===== config.mk =====
export PLATFORM = sky130hd
export DESIGN_NAME = wptr_full_flat
export DESIGN_NICKNAME = d
export VERILOG_FILES = /design/src/rtl/wptr_full_if.sv /design/src/rtl/wptr_full.sv /design/src/flat_wrapper.sv
export SDC_FILE = /design/constraint.sdc
export NUM_CORES = 1
export LEC_CHECK = 0
export ABC_AREA = 1
export BUFFER_PORTS_ARGS = -buffer_cell sky130_fd_sc_hd__buf_4
export CORE_MARGIN = 5
export CORE_UTILIZATION = 40
export CTS_CLUSTER_DIAMETER = 200
export DETAILED_ROUTE_END_ITERATION = 16
export MAX_ROUTING_LAYER = met4
export PLACE_DENSITY = 0.63
export SYNTH_ARGS = -nofsm -noshare
export SYNTH_HDL_FRONTEND = slang
export SYNTH_SLANG_ARGS = --single-unit

===== constraint.sdc =====
create_clock -name i_wclk -period 1.8 [get_ports i_wclk]
set_input_delay 0.18 -clock i_wclk [delete_from_list [all_inputs] [get_ports i_wclk]]
set_output_delay 0.18 -clock i_wclk [all_outputs]
set_load 0.01 [all_outputs]

===== src/rtl/wptr_full_if.sv =====
// Write-side bus of the async FIFO write-pointer block: producer request, synchronized read pointer, status.
// Overflow signals exist only when WPTR_FULL_OVERFLOW_EN is defined.
interface wptr_full_if #(
   parameter int ADDR_WIDTH = 3
);
   logic                  i_winc;
   logic [ADDR_WIDTH:0]   i_wq2_rptr;
   logic                  o_wen;
   logic [ADDR_WIDTH-1:0] o_waddr;
   logic [ADDR_WIDTH:0]   o_wptr;
   logic                  o_wfull;
   logic                  o_walmost_full;
   logic [ADDR_WIDTH:0]   o_wlevel;
`ifdef WPTR_FULL_OVERFLOW_EN
   logic                  i_wovf_clr;
   logic                  o_woverflow;

   modport slave (
      input  i_winc, i_wq2_rptr, i_wovf_clr,
      output o_wen, o_waddr, o_wptr, o_wfull, o_walmost_full, o_wlevel, o_woverflow
   );
   modport master (
      output i_winc, i_wq2_rptr, i_wovf_clr,
      input  o_wen, o_waddr, o_wptr, o_wfull, o_walmost_full, o_wlevel, o_woverflow
   );
`else
   modport slave (
      input  i_winc, i_wq2_rptr,
      output o_wen, o_waddr, o_wptr, o_wfull, o_walmost_full, o_wlevel
   );
   modport master (
      output i_winc, i_wq2_rptr,
      input  o_wen, o_waddr, o_wptr, o_wfull, o_walmost_full, o_wlevel
   );
`endif
endinterface


===== src/rtl/wptr_full.sv =====
// Async FIFO write-side logic: binary/Gray write pointer, registered full, almost-full and fill level.
// Define WPTR_FULL_OVERFLOW_EN to add the sticky overflow flag and its clear input.
module wptr_full #(
   parameter int ADDR_WIDTH   = 3,
   parameter int AFULL_THRESH = 2**ADDR_WIDTH - 1
) (
   input logic        i_wclk,
   input logic        i_wrst_n,
   wptr_full_if.slave wif
);
   localparam int PW = ADDR_WIDTH + 1;

   function automatic logic [PW-1:0] gray2bin(input logic [PW-1:0] g);
      logic [PW-1:0] b;
      b = g;
      for (int i = PW - 2; i >= 0; i--) begin
         b[i] = b[i+1] ^ g[i];
      end
      return b;
   endfunction

   logic [PW-1:0] wbin_r;
   logic [PW-1:0] wgray_r;
   logic [PW-1:0] wlevel_r;
   logic          wfull_r;
   logic          wafull_r;
   logic          wen_s;
   logic [PW-1:0] wbin_next_s;
   logic [PW-1:0] wgray_next_s;
   logic [PW-1:0] rbin_s;
   logic [PW-1:0] level_next_s;
   logic [PW-1:0] full_cmp_s;
   logic          full_next_s;
   logic          afull_next_s;

   // Next pointer, level and flags; no write is ever granted while in reset
   always_comb begin
      wen_s        = wif.i_winc & ~wfull_r & i_wrst_n;
      wbin_next_s  = wbin_r + {{ADDR_WIDTH{1'b0}}, wen_s};
      wgray_next_s = {1'b0, wbin_next_s[PW-1:1]} ^ wbin_next_s;
      rbin_s       = gray2bin(wif.i_wq2_rptr);
      level_next_s = wbin_next_s - rbin_s;
      full_cmp_s   = {~wif.i_wq2_rptr[ADDR_WIDTH:ADDR_WIDTH-1], wif.i_wq2_rptr[ADDR_WIDTH-2:0]};
      full_next_s  = (wgray_next_s == full_cmp_s);
      afull_next_s = (level_next_s >= PW'(AFULL_THRESH));
   end

   // Pointer, level and flag registers
   always_ff @(posedge i_wclk or negedge i_wrst_n) begin
      if (!i_wrst_n) begin
         wbin_r   <= {PW{1'b0}};
         wgray_r  <= {PW{1'b0}};
         wlevel_r <= {PW{1'b0}};
         wfull_r  <= 1'b0;
         wafull_r <= 1'b0;
      end else begin
         wbin_r   <= wbin_next_s;
         wgray_r  <= wgray_next_s;
         wlevel_r <= level_next_s;
         wfull_r  <= full_next_s;
         wafull_r <= afull_next_s;
      end
   end

`ifdef WPTR_FULL_OVERFLOW_EN
   logic wovf_r;

   // Sticky overflow: a write attempt while full sets it and wins over a clear
   always_ff @(posedge i_wclk or negedge i_wrst_n) begin
      if (!i_wrst_n) begin
         wovf_r <= 1'b0;
      end else if (wif.i_winc && wfull_r) begin
         wovf_r <= 1'b1;
      end else if (wif.i_wovf_clr) begin
         wovf_r <= 1'b0;
      end else begin
         wovf_r <= wovf_r;
      end
   end

   assign wif.o_woverflow = wovf_r;
`endif

   assign wif.o_wen          = wen_s;
   assign wif.o_waddr        = wbin_r[ADDR_WIDTH-1:0];
   assign wif.o_wptr         = wgray_r;
   assign wif.o_wfull        = wfull_r;
   assign wif.o_walmost_full = wafull_r;
   assign wif.o_wlevel       = wlevel_r;
endmodule


===== src/flat_wrapper.sv =====
// flat-port wrapper written by rule: the top's interface ports become plain ports
module wptr_full_flat 
#(
   parameter int ADDR_WIDTH   = 3,
   parameter int AFULL_THRESH = 2**ADDR_WIDTH - 1
)
  (i_wclk, i_wrst_n, wif_i_winc, wif_i_wq2_rptr, wif_o_wen, wif_o_waddr, wif_o_wptr, wif_o_wfull, wif_o_walmost_full, wif_o_wlevel);
  wptr_full_if #(.ADDR_WIDTH(ADDR_WIDTH)) wif_i ();
  input logic i_wclk;
  input logic i_wrst_n;
  input wire logic [$bits(wif_i.i_winc)-1:0] wif_i_winc;
  input wire logic [$bits(wif_i.i_wq2_rptr)-1:0] wif_i_wq2_rptr;
  output wire logic [$bits(wif_i.o_wen)-1:0] wif_o_wen;
  output wire logic [$bits(wif_i.o_waddr)-1:0] wif_o_waddr;
  output wire logic [$bits(wif_i.o_wptr)-1:0] wif_o_wptr;
  output wire logic [$bits(wif_i.o_wfull)-1:0] wif_o_wfull;
  output wire logic [$bits(wif_i.o_walmost_full)-1:0] wif_o_walmost_full;
  output wire logic [$bits(wif_i.o_wlevel)-1:0] wif_o_wlevel;
  assign wif_i.i_winc = wif_i_winc;
  assign wif_i.i_wq2_rptr = wif_i_wq2_rptr;
  assign wif_o_wen = wif_i.o_wen;
  assign wif_o_waddr = wif_i.o_waddr;
  assign wif_o_wptr = wif_i.o_wptr;
  assign wif_o_wfull = wif_i.o_wfull;
  assign wif_o_walmost_full = wif_i.o_walmost_full;
  assign wif_o_wlevel = wif_i.o_wlevel;
  wptr_full #(.ADDR_WIDTH(ADDR_WIDTH), .AFULL_THRESH(AFULL_THRESH)) u_core (.i_wclk(i_wclk), .i_wrst_n(i_wrst_n), .wif(wif_i));
endmodule

Word level (Yosys, flattened, before mapping):

Cells that the tools add are included.

* register bits after elaboration: 14
* word-level logic and storage cells: 17
* input port bits: 7

* equality and inequality tests: 1
* magnitude comparators: 1
* bitwise operators: 8
* add/subtract/negate cells: 2

Operators by type and width (count)
* $add A4 B1 Y4: 1
* $eq A4 B4 Y1: 1
* $ge A4 B3 Y1 const B: 1
* $sub A4 B4 Y4: 1
* $xor A3 B4 Y4: 1
* $xor A1 B1 Y1: 3
* $and A1 B1 Y1: 2
* $not A2 Y2: 1
* $not A1 Y1: 1

Depth between registers and ports, before layout:

Gate-level depths: netlist (run 1).

* word-level depth: 6
* depth in mapped cells: 12
* depth with buffers taken out: 12

Worst setup path after synthesis (run 1):

No wires, ideal clock.

* kind: reg-to-reg
* start: register u_core.wfull_r (netlist: u_core.wif.o_wfull)
* end: register u_core.wafull_r (netlist: u_core.wif.o_walmost_full)
* required time: 1.675 ns
* slack: -0.249 ns
* cell stages (with the launch flop): 12
* buffers on the path: 0
* data arrival time: 1.924 ns
* period minus slack after synthesis: 2.049 ns
* cells stage by stage: dfrtp_1 nor2_1 ha_1 ha_1 inv_1 nand2_1 nand2_1 ha_1 a21oi_1 inv_1 nand2_1 nand3_1

* word-level cells in the longest chain between the ends: 6

RTL lines
* start: declaration: line wptr_full.sv:25 `logic wfull_r;`
* start signal: assignment: line wptr_full.sv:60 `wfull_r <= full_next_s;`
* $not A1 Y1: line wptr_full.sv:38 `wen_s = wif.i_winc & ~wfull_r & i_wrst_n;`
* $and A1 B1 Y1 (2 in series): line wptr_full.sv:38
* net wif_o_wen: line flat_wrapper.sv:13 `output wire logic [$bits(wif_i.o_wen)-1:0] wif_o_wen;`
* $add A4 B1 Y4: line wptr_full.sv:39 `wbin_next_s = wbin_r + {{ADDR_WIDTH{1'b0}}, wen_s};`
* net u_core.wbin_next_s[2]: line wptr_full.sv:28 `logic [PW-1:0] wbin_next_s;`
* $sub A4 B4 Y4: line wptr_full.sv:42 `level_next_s = wbin_next_s - rbin_s;`
* $ge A4 B3 Y1: line wptr_full.sv:45 `afull_next_s = (level_next_s >= PW'(AFULL_THRESH));`
* net u_core.afull_next_s: line wptr_full.sv:34 `logic afull_next_s;`
* end signal: assignment: line wptr_full.sv:61 `wafull_r <= afull_next_s;`
* end: declaration: line wptr_full.sv:26 `logic wafull_r;`

The timed path passes the listed nets, and every way through them passes these cells.

Final worst setup path (run 1):

* start: register u_core.wfull_r (netlist: u_core.wif.o_wfull)
* end: register u_core.wafull_r (netlist: u_core.wif.o_walmost_full)

* word-level cells in the longest chain between the ends: 6

RTL lines
* $not A1 Y1: line wptr_full.sv:38
* $and A1 B1 Y1 (2 in series): line wptr_full.sv:38
* $add A4 B1 Y4: line wptr_full.sv:39
* net u_core.wbin_next_s[1]: line wptr_full.sv:28
* $sub A4 B4 Y4: line wptr_full.sv:42
* net u_core.level_next_s[1]: line wptr_full.sv:31 `logic [PW-1:0] level_next_s;`
* $ge A4 B3 Y1: line wptr_full.sv:45
* net u_core.afull_next_s: line wptr_full.sv:34

The timed path passes the listed nets, and every way through them passes these cells.

==> metrics.md, run 1 <==
| Metric | Value |
|---|---|
| Part of the Yosys area used for sequential elements | `0.456` |
| Fin crit period | `1790 ps` |
| Starting density of the core | `0.418` |
| Reg clk slew, reported paths | `80 ps` |
| Hold Path Class | `primary input to register` |
| Violation count after the first detailed-route iteration | `4` |
| Yosys reg bits | `13` |
| Syn Nets | `96` |
| Row cnt | `15` |
| # diodes | `0` |
| CTS tree | `yes` |
| Cell count after synthesis | `83` |
| Synthesized area per cell | `8.59 um^2` |
| Vias | `639` |
| Static leakage | `0.595 nW` |
| Commonest cells after routing, fill and taps aside | `buf_4, nand2_1, dfrtp_1` |
| Gr ovfl total | `0` |
| Req. time, crit path | `1950 ps` |
| Peak supply drop | `1050 uV` |
| IO Count | `21` |
| RePlAce Congestion | `0.762` |
| Fin crit share | `0.994` |
| Final wirelength | `1700 um` |
| Full die area | `2730 um^2` |
| Final Util | `0.667` |
| Crit Path Class | `register to register` |
| CTS Sinks | `13` |
| Share of the synthesized area in the top cell type | `0.456` |
| Reg2Reg Depth | `8` |
| Post-Place Cell Area | `1000 um^2` |
| Gr usage total | `0.136` |
| Synth warn | `0` |
| Hold slack final | `257 ps` |
| Drt first pass iters | `4` |
| Setup crit end | `u_core.wif.o_walmost_full$_DFF_PN0_` |
| Initial antenna violation count | `0` |
| Die Width | `52.2 um` |
| Area taken by multi-input logic gates | `455 um^2` |
| Root buf cell | `clkbuf_4` |
| Syn Std Cell Area | `713 um^2` |
| Top cells by area, synth | `dfrtp_1, nand2_1, ha_1, nand3_1, inv_1` |
| Area occupied by registers | `325 um^2` |
| CTS Buf Count | `3` |
| P per Cell Area | `1960 nW/um^2` |
| Worst R2R End | `u_core.wif.o_walmost_full$_DFF_PN0_` |
| Core box area | `1710 um^2` |
| Clock Path Buffers | `2` |
| Fillers | `148` |
| Synth cell types | `14` |
| WL/cell | `11.9 um` |
| Slew Viols, Final | `0` |
| Final hold violation count | `0` |
| Worst path arrival time | `1940 ps` |
| Critical Path Sink Type | `register` |
| Critical Path Source | `u_core.wif.o_wfull$_DFF_PN0_` |
| Post-DP HPWL | `1340 um` |
| Worst-case clock skew | `3.39 ps` |
| Commonest non-fill, non-tap cell in the layout | `buf_4` |
| Clock Latency Late Sink | `270 ps` |
| Dominant cell type by area after synthesis | `dfrtp_1` |
| Layout cells sized above 1 | `0.492` |
| Total Power | `2.23 mW` |
| Endpoints failing setup | `0` |
| Worst Tran Pin Value | `256 ps` |
| R2r setup slk | `10 ps` |
| Drt drc | `0` |
| R2R Path Start | `u_core.wif.o_wfull$_DFF_PN0_` |
| Fmax achieved | `559 MHz` |
| Largest net degree at the start of global routing | `14` |
| Max Cap Viol | `0` |
| IO buf count | `20` |
| H-tree depth | `1` |
| Post-route ant nets | `0` |
| Nets | `132` |
| Synth-to-layout area growth | `59.6%` |
| First-pass GRT wire length | `2550 um` |
| Die Y | `52.2 um` |
| Post-Layout Inst Area | `1140 um^2` |
| Crit Path Max Fanout | `3` |
| CP startpoint kind | `register` |
| Status | `completed` |
| Avg Vias per Cell | `4.47` |
| Vias in the first global route | `608` |
| Rel. slew slack | `0.830` |
| RSZ-0062 raised after global routing | `yes` |
-- through the flow --
stage	setup TNS [ps]	setup WS, ps	std cells
6_report	0	9.98	143
5_1_grt	-88.4	-62.2	143
4_1_cts	0	11.3	141
3_5_place_dp	-49.1	-42.8	136
3_3_place_gp	0	12.9	136
2_1_floorplan	0	9.28	83
-- final cells by class --
cell class              instances  area share
well taps                      25      0.0275
inverters                      16      0.0571
clock buffers                   4      0.0231
multi-input cells              54       0.400
flip-flops and latches         13       0.286
repair buffers                 31       0.207
-- flip-flops by register name, indices dropped and copies added, names as in the netlist --
name and cells:
u_core.wbin_r 4, u_core.wif.o_walmost_full 1, u_core.wif.o_wfull 1, u_core.wif.o_wlevel 4, u_core.wif.o_wptr 3
-- routing by layer --
| metal | GRT usage | share of wire | vias up | wire (um) |
|---|---|---|---|---|
| li1 | - | - | 329 | - |
| met4 | 0.0766 | 0.016 | 0 | 27 |
| met2 | 0.222 | 0.51 | 14 | 865 |
| met5 | - | 0 | - | 0 |
| met1 | 0.163 | 0.44 | 294 | 750 |
| met3 | 0.0171 | 0.035 | 2 | 59 |
-- report_power, final --
part | internal [mW] | switching (mW)
Combinational | 0.750 | 0.758
Sequential | 0.446 | 0.0981
Clock | 0.0857 | 0.0915
-- critical path, cell delays in order, from the launching register on --
cell and delay [ps]:
dfrtp_1 400, nor2_4 60, ha_4 170, ha_4 290
inv_4 40, fa_2 530, inv_2 40, nand3_2 70
nand3_2 80
-- logic make-up (layout without fill, tap and decap cells) --
group                      after synthesis  count (layout)  synth area share
AOI/OAI and AO/OA                        2               2            0.0175
xor gates and xnor gates                 5               5            0.0825
adders and majority gates                6               6             0.116
buffers and inverters                   16              51            0.0842
DFF                                     13              13             0.456
and+or+nand+nor                         41              41             0.244
-- cells in the mapped netlist --
library cell and instances:
nand2_1 25, inv_1 16, dfrtp_1 13, nand3_1 12, ha_1 5, nand4_1 2
nor2_1 2, xor2_1 2, a21oi_1 1, fa_1 1, o21bai_1 1, xnor2_1 1
xnor2_2 1, xor2_2 1
-- how the worst min path moves through the flow --
stage,from,slack (ps),cells after the start,end
floorplan,i_wrst_n,-120,0,u_core.wbin_r[0]$_DFF_PN0_
global route,wif_i_wq2_rptr[2],260,4,u_core.wif.o_wfull$_DFF_PN0_
detailed placement,i_wrst_n,130,2,u_core.wif.o_wfull$_DFF_PN0_
finish,wif_i_wq2_rptr[2],260,4,u_core.wif.o_wfull$_DFF_PN0_
CTS,wif_i_wq2_rptr[2],250,4,u_core.wif.o_wfull$_DFF_PN0_
global placement,i_wrst_n,130,2,u_core.wif.o_wfull$_DFF_PN0_
-- what timing repair did --
item,CTS,global route
setup endpoints to repair,1,3
gates resized for setup,2,21
setup buffers,0,2
pin swaps,1,11
gates cloned,0,0
hold buffers,1,0
endpoints found under the hold margin,13,0
Power figures use the tool's default switching activity.
==> inputs of run 2 (changes only) <==
ABC_AREA = not set   (was 1)
==> metrics.md, run 2 <==
| Metric | Value |
|---|---|
| Syn Std Cell Area | `683 um^2` |
| WL/cell | `13.3 um` |
| Multiplexer share of the synthesized area | `0` |
| # diodes | `0` |
| Post-synth EDFFs | `0` |
| IO Count | `21` |
| Critical Path Sink Type | `register` |
| Cell count after synthesis | `54` |
| Peak supply drop | `1200 uV` |
| RePlAce Congestion | `0.778` |
| Req. time, crit path | `1960 ps` |
| Largest net degree at the start of global routing | `14` |
| CTS Sinks | `13` |
| Synth cell types | `19` |
| Worst hold endpoint | `u_core.wif.o_wfull$_DFF_PN0_` |
| Fillers | `138` |
| Drt drc | `0` |
| Reg clk slew, reported paths | `70 ps` |
| Static leakage | `0.557 nW` |
| CTS Buf Count | `3` |
| Avg Vias per Cell | `4.60` |
| R2R Path Start | `u_core.wif.o_wfull$_DFF_PN0_` |
| Syn Nets | `67` |
| Worst R2R End | `u_core.wif.o_walmost_full$_DFF_PN0_` |
| Simple-Gate Fraction of Synth Area | `0.0971` |
| Dpl cells | `107` |
| Commonest cells after routing, fill and taps aside | `buf_4, dfrtp_1, xor2_1` |
| H-tree depth | `1` |
| Dominant cell type by area after synthesis | `dfrtp_1` |
| Post-DP HPWL | `1300 um` |
| Row cnt | `15` |
| CTS tree | `yes` |
| Synth Area in Adders | `0.121` |
| Fin crit share | `1.17` |
| Hold slack final | `283 ps` |
| Clock Path Buffers | `2` |
| Largest family of logic cells by synthesized area | `XOR/XNOR gates` |
| Pre-CTS setup slack | `-370 ps` |
| Clock Latency Late Sink | `260 ps` |
| Final wirelength | `1570 um` |
| CP startpoint kind | `register` |
| Compound-Gate Fraction of Synth Area | `0.0476` |
| Starting density of the core | `0.409` |
| Root buf cell | `clkbuf_4` |
| RSZ-0062 raised after global routing | `yes` |
| Initial antenna violation count | `0` |
| Die Width | `51.3 um` |
| Die Y | `51.3 um` |
| Yosys reg bits | `13` |
| Synth Flop Type | `dfrtp_1` |
| Commonest non-fill, non-tap cell in the layout | `buf_4` |
| Status | `finished, violations left` |
| Core box area | `1670 um^2` |
| Part of the Yosys area used for sequential elements | `0.476` |
| Layout cells sized above 1 | `0.624` |
| Hold Path Class | `primary input to register` |
| Synthesized area per cell | `12.7 um^2` |
| Vias | `543` |
| Fmax achieved | `475 MHz` |
| Post-route ant nets | `0` |
| Rel. slew slack | `0.620` |
| Gr usage total | `0.144` |
| Violation count after the first detailed-route iteration | `3` |
| Worst Tran Pin Value | `568 ps` |
| Share of the synthesized area in the top cell type | `0.476` |
| Gr ovfl total | `0` |
| Reg2Reg Depth | `9` |
| Synth-to-layout area growth | `67.8%` |
| Slew Viols, Final | `0` |
| Synth Area in XOR/XNOR | `0.225` |
| R2r setup slk | `-300 ps` |
| Endpoints failing setup | `5` |
| IO buf count | `20` |
| Most common cell in the netlist | `dfrtp_1` |
| Fin cells | `118` |
| Crit Path Class | `register to register` |
| Post-synth ARST share | `1.00` |
| Full die area | `2630 um^2` |
| Hold path cells | `4` |
| Fin crit period | `2100 ps` |
| Worst-case clock skew | `2.42 ps` |
| Synth warn | `0` |
| Vias in the first global route | `606` |
| Top cells by area, synth | `dfrtp_1, ha_1, xor2_1, xnor2_1, xor2_2` |
| Post-route setup slack | `-304 ps` |
| Nets | `115` |
| Crit Path Max Fanout | `3` |
| Worst path arrival time | `2260 ps` |
| Final Util | `0.686` |
| P per Cell Area | `2000 nW/um^2` |
| Max Cap Viol | `0` |
| Drt first pass iters | `2` |
| Failing checks | `setup timing` |
| First-pass GRT wire length | `2700 um` |
| Total Power | `2.30 mW` |
| Worst hold start | `wif_i_wq2_rptr[1]` |
| Final hold violation count | `0` |
| Commonest cells post-synth | `dfrtp_1, inv_1, xor2_1` |
-- run 2: cell count changes in the layout (fill, tap and decap cells not counted), moves of 3 or more --
cell     change
inv_1        -6
nand3_1      -5
xor2_1       +4
xnor2_1      +4
inv_2        -3
buf_4       +11
nand2_1     -21
-- run 2: repair_timing --
action	CTS	global route
hold endpoints to repair	13	0
setup endpoints to repair	5	5
buffers inserted	3	3
gates resized for setup	7	2
pin swaps	3	3
hold buffers	1	0
-- run 2: where the power goes --
group          leakage, nW  switching (mW)  total (mW)  internal (mW)
clock               0.0150          0.0804       0.166         0.0856
combinational        0.388           0.668        1.58          0.914
sequential           0.154          0.0950       0.549          0.454
-- run 2: stage by stage --
step                setup TNS (ps)  area, um^2
CTS                           -857        1120
finish                        -803        1150
floorplan                     -879         739
detailed placement           -1000        1030
global route                 -1220        1150
global placement              -703        1030
-- run 2: cells by family after synthesis --
kind of cell,Yosys count
buffers and inverters,6
AO/OA/AOI/OAI,5
AND/OR/NAND/NOR,10
flip-flops,13
adder cells (fa/ha/maj),6
XOR/XNOR,14
-- run 2: area by class of cell --
type / count / area (um^2) / area share
timing repair buffer: 43 / 329 / 0.287
inverter: 6 / 25.0 / 0.0218
multi-input combinational: 35 / 419 / 0.366
clock buffer: 4 / 26.3 / 0.0229
tap: 17 / 21.3 / 0.0186
sequential: 13 / 325 / 0.284
-- run 2: routing by layer --
layer  global-route usage  up-vias  routed length, um
li1                     -      274                  -
met1                0.139      251                590
met2                0.288       16                870
met3               0.0437        2                108
met4               0.0131        0                  6
met5                    -        -                  0
-- run 2: worst max-delay path: stages, from the launching register on --
cell     delay (ps)
dfrtp_1         340
and3b_2         230
ha_4            170
ha_4            170
xor2_4          160
ha_4            290
nand2_2          50
o21ai_2         120
xor3_2          270
a31o_1          190
-- run 2: worst max-delay path by stage --
stage	from	slack (ps)	depth (start not counted)	endpoint
6_report	u_core.wif.o_wfull$_DFF_PN0_	-300	9	u_core.wif.o_walmost_full$_DFF_PN0_
5_1_grt	u_core.wif.o_wfull$_DFF_PN0_	-410	9	u_core.wif.o_walmost_full$_DFF_PN0_
4_1_cts	u_core.wif.o_wfull$_DFF_PN0_	-320	9	u_core.wif.o_walmost_full$_DFF_PN0_
3_5_place_dp	u_core.wif.o_wfull$_DFF_PN0_	-370	9	u_core.wif.o_walmost_full$_DFF_PN0_
3_3_place_gp	u_core.wif.o_wfull$_DFF_PN0_	-270	9	u_core.wif.o_walmost_full$_DFF_PN0_
2_1_floorplan	u_core.wif.o_wfull$_DFF_PN0_	-430	9	u_core.wif.o_walmost_full$_DFF_PN0_
==> inputs of run 3 (changes only) <==
PLACE_DENSITY = not set   (was 0.63)
PLACE_DENSITY_LB_ADDON = 0.3   (was not set)
==> metrics.md, run 3 (same netlist as run 2, synthesis figures left out) <==
| Metric | Value |
|---|---|
| Status | `finished, violations left` |
| Failing checks | `setup timing` |
| Gr usage total | `0.138` |
| Worst Tran Pin Value | `288 ps` |
| Worst-case clock skew | `2.14 ps` |
| Die Width | `51.3 um` |
| Largest net degree at the start of global routing | `14` |
| H-tree depth | `1` |
| CTS Sinks | `13` |
| First-pass GRT wire length | `2550 um` |
| IO buf count | `20` |
| Most frequent CP cell | `ha_4` |
| Crit Path Max Fanout | `3` |
| Row cnt | `15` |
| Final Util | `0.692` |
| Nets | `113` |
| Crit path largest cell delay | `370 ps` |
| Fin cells | `116` |
| Commonest non-fill, non-tap cell in the layout | `buf_4` |
| CTS Buf Count | `3` |
| Worst path arrival time | `2270 ps` |
| Peak supply drop | `1250 uV` |
| CTS tree | `yes` |
| P per Cell Area | `2040 nW/um^2` |
| Clock Path Buffers | `2` |
| Worst path bufs/invs | `0` |
| Fin crit share | `1.17` |
| Final hold violation count | `0` |
| Slew Viols, Final | `0` |
| Root buf cell | `clkbuf_4` |
| Final wirelength | `1540 um` |
| Drt drc | `0` |
| CP startpoint kind | `register` |
| Drt first pass iters | `4` |
| Fin crit period | `2110 ps` |
| RePlAce Congestion | `0.770` |
| Core box area | `1670 um^2` |
| Initial antenna violation count | `0` |
| Hold Path Class | `primary input to register` |
| Vias in the first global route | `589` |
| Gr ovfl total | `0` |
| Total Power | `2.36 mW` |
| # diodes | `0` |
| Post-DP HPWL | `1200 um` |
| Max Cap Viol | `0` |
| Crit-path leading delay family | `adder cells` |
| WL/cell | `13.3 um` |
| Rel. slew slack | `0.807` |
| Full die area | `2630 um^2` |
| Reg clk slew, reported paths | `70 ps` |
| Fmax achieved | `473 MHz` |
| Vias | `551` |
| Dpl cells | `107` |
| Critical Path Sink Type | `register` |
| Commonest cells after routing, fill and taps aside | `buf_4, dfrtp_1, xor2_1` |
| RSZ-0062 raised after global routing | `yes` |
| Static leakage | `0.551 nW` |
| Post-route ant nets | `0` |
| IO Count | `21` |
| Avg Vias per Cell | `4.75` |
| Violation count after the first detailed-route iteration | `4` |
| Layout cells sized above 1 | `0.616` |
| R2r setup slk | `-310 ps` |
| Critical path's slowest cell | `dfrtp_1` |
| Endpoints failing setup | `5` |
| Starting density of the core | `0.409` |
| Req. time, crit path | `1960 ps` |
| Clock Latency Late Sink | `270 ps` |
| Post-Place Cell Area | `1030 um^2` |
| Post-Layout Inst Area | `1160 um^2` |
| Post-route setup slack | `-315 ps` |
| Synth-to-layout area growth | `69.2%` |
| Crit Path Class | `register to register` |
| CP Cell Sequence | `and3b_2 -> ha_4 -> ha_4 -> xor2_4 -> ha_4 -> a21oi_2 -> o21ai_2 -> xor3_2 -> a31o_1` |
| Die Y | `51.3 um` |
## run 3: cell count changes in the layout (fill, tap and decap cells not counted), sizes merged
cell and delta:
buf -2
## run 3: worst paths after layout
kind                                         startpoint                                  end  cells after the start
max in group asynchronous                      i_wrst_n  u_core.wif.o_walmost_full$_DFF_PN0_                      3
min in group asynchronous                      i_wrst_n       u_core.wif.o_wptr[0]$_DFF_PN0_                      3
hold / removal                        wif_i_wq2_rptr[0]         u_core.wif.o_wfull$_DFF_PN0_                      4
setup reg to reg           u_core.wif.o_wfull$_DFF_PN0_  u_core.wif.o_walmost_full$_DFF_PN0_                      9
setup / recovery           u_core.wif.o_wfull$_DFF_PN0_  u_core.wif.o_walmost_full$_DFF_PN0_                      9
hold reg to reg              u_core.wbin_r[0]$_DFF_PN0_           u_core.wbin_r[0]$_DFF_PN0_                      2
## run 3: metrics by stage
| stage | TNS, ps | hold slack, ps | setup WS, ps |
|---|---|---|---|
| 4_1_cts | -839 | 251 | -318 |
| 6_report | -749 | 255 | -315 |
| 3_5_place_dp | -1070 | 124 | -339 |
| 2_1_floorplan | -879 | -116 | -427 |
| 3_3_place_gp | -821 | 120 | -276 |
| 5_1_grt | -1130 | 283 | -384 |
## run 3: what timing repair did
action,4_1_cts,5_1_grt
pin swaps,4,5
setup buffers,3,2
gates resized for setup,9,5
setup endpoints to repair,5,5
hold endpoints to repair,13,0
hold buffers,1,0
gates cloned,0,0
## run 3: where the power goes
group          leakage (nW)  internal (mW)  switching (mW)  total, mW
sequential            0.154          0.454          0.0959      0.550
clock                0.0150         0.0858          0.0842      0.170
combinational         0.381          0.958           0.681       1.64
total                 0.551           1.50           0.861       2.36
## run 3: worst min-delay path: cells and delay by family
| family | cells | cell delay (ps) |
|---|---|---|
| compound gates | 1 | 60 |
| xor+xnor | 1 | 70 |
| buf+inv | 1 | 100 |
| simple gates | 1 | 80 |
## run 3: area by class of cell
class | instances | area, um^2
clock buffer | 4 | 26.3
fill | 132 | 514
inverter | 6 | 25.0
multi-input combinational | 35 | 437
sequential | 13 | 325
tap | 17 | 21.3
timing repair buffer | 41 | 322
## run 3: layer usage
layer,vias up,track usage,wire length (um)
met4,0,0.0524,23
met2,14,0.258,887
met3,2,0.0379,59
li1,269,-,-
met1,266,0.133,570
met5,-,-,0
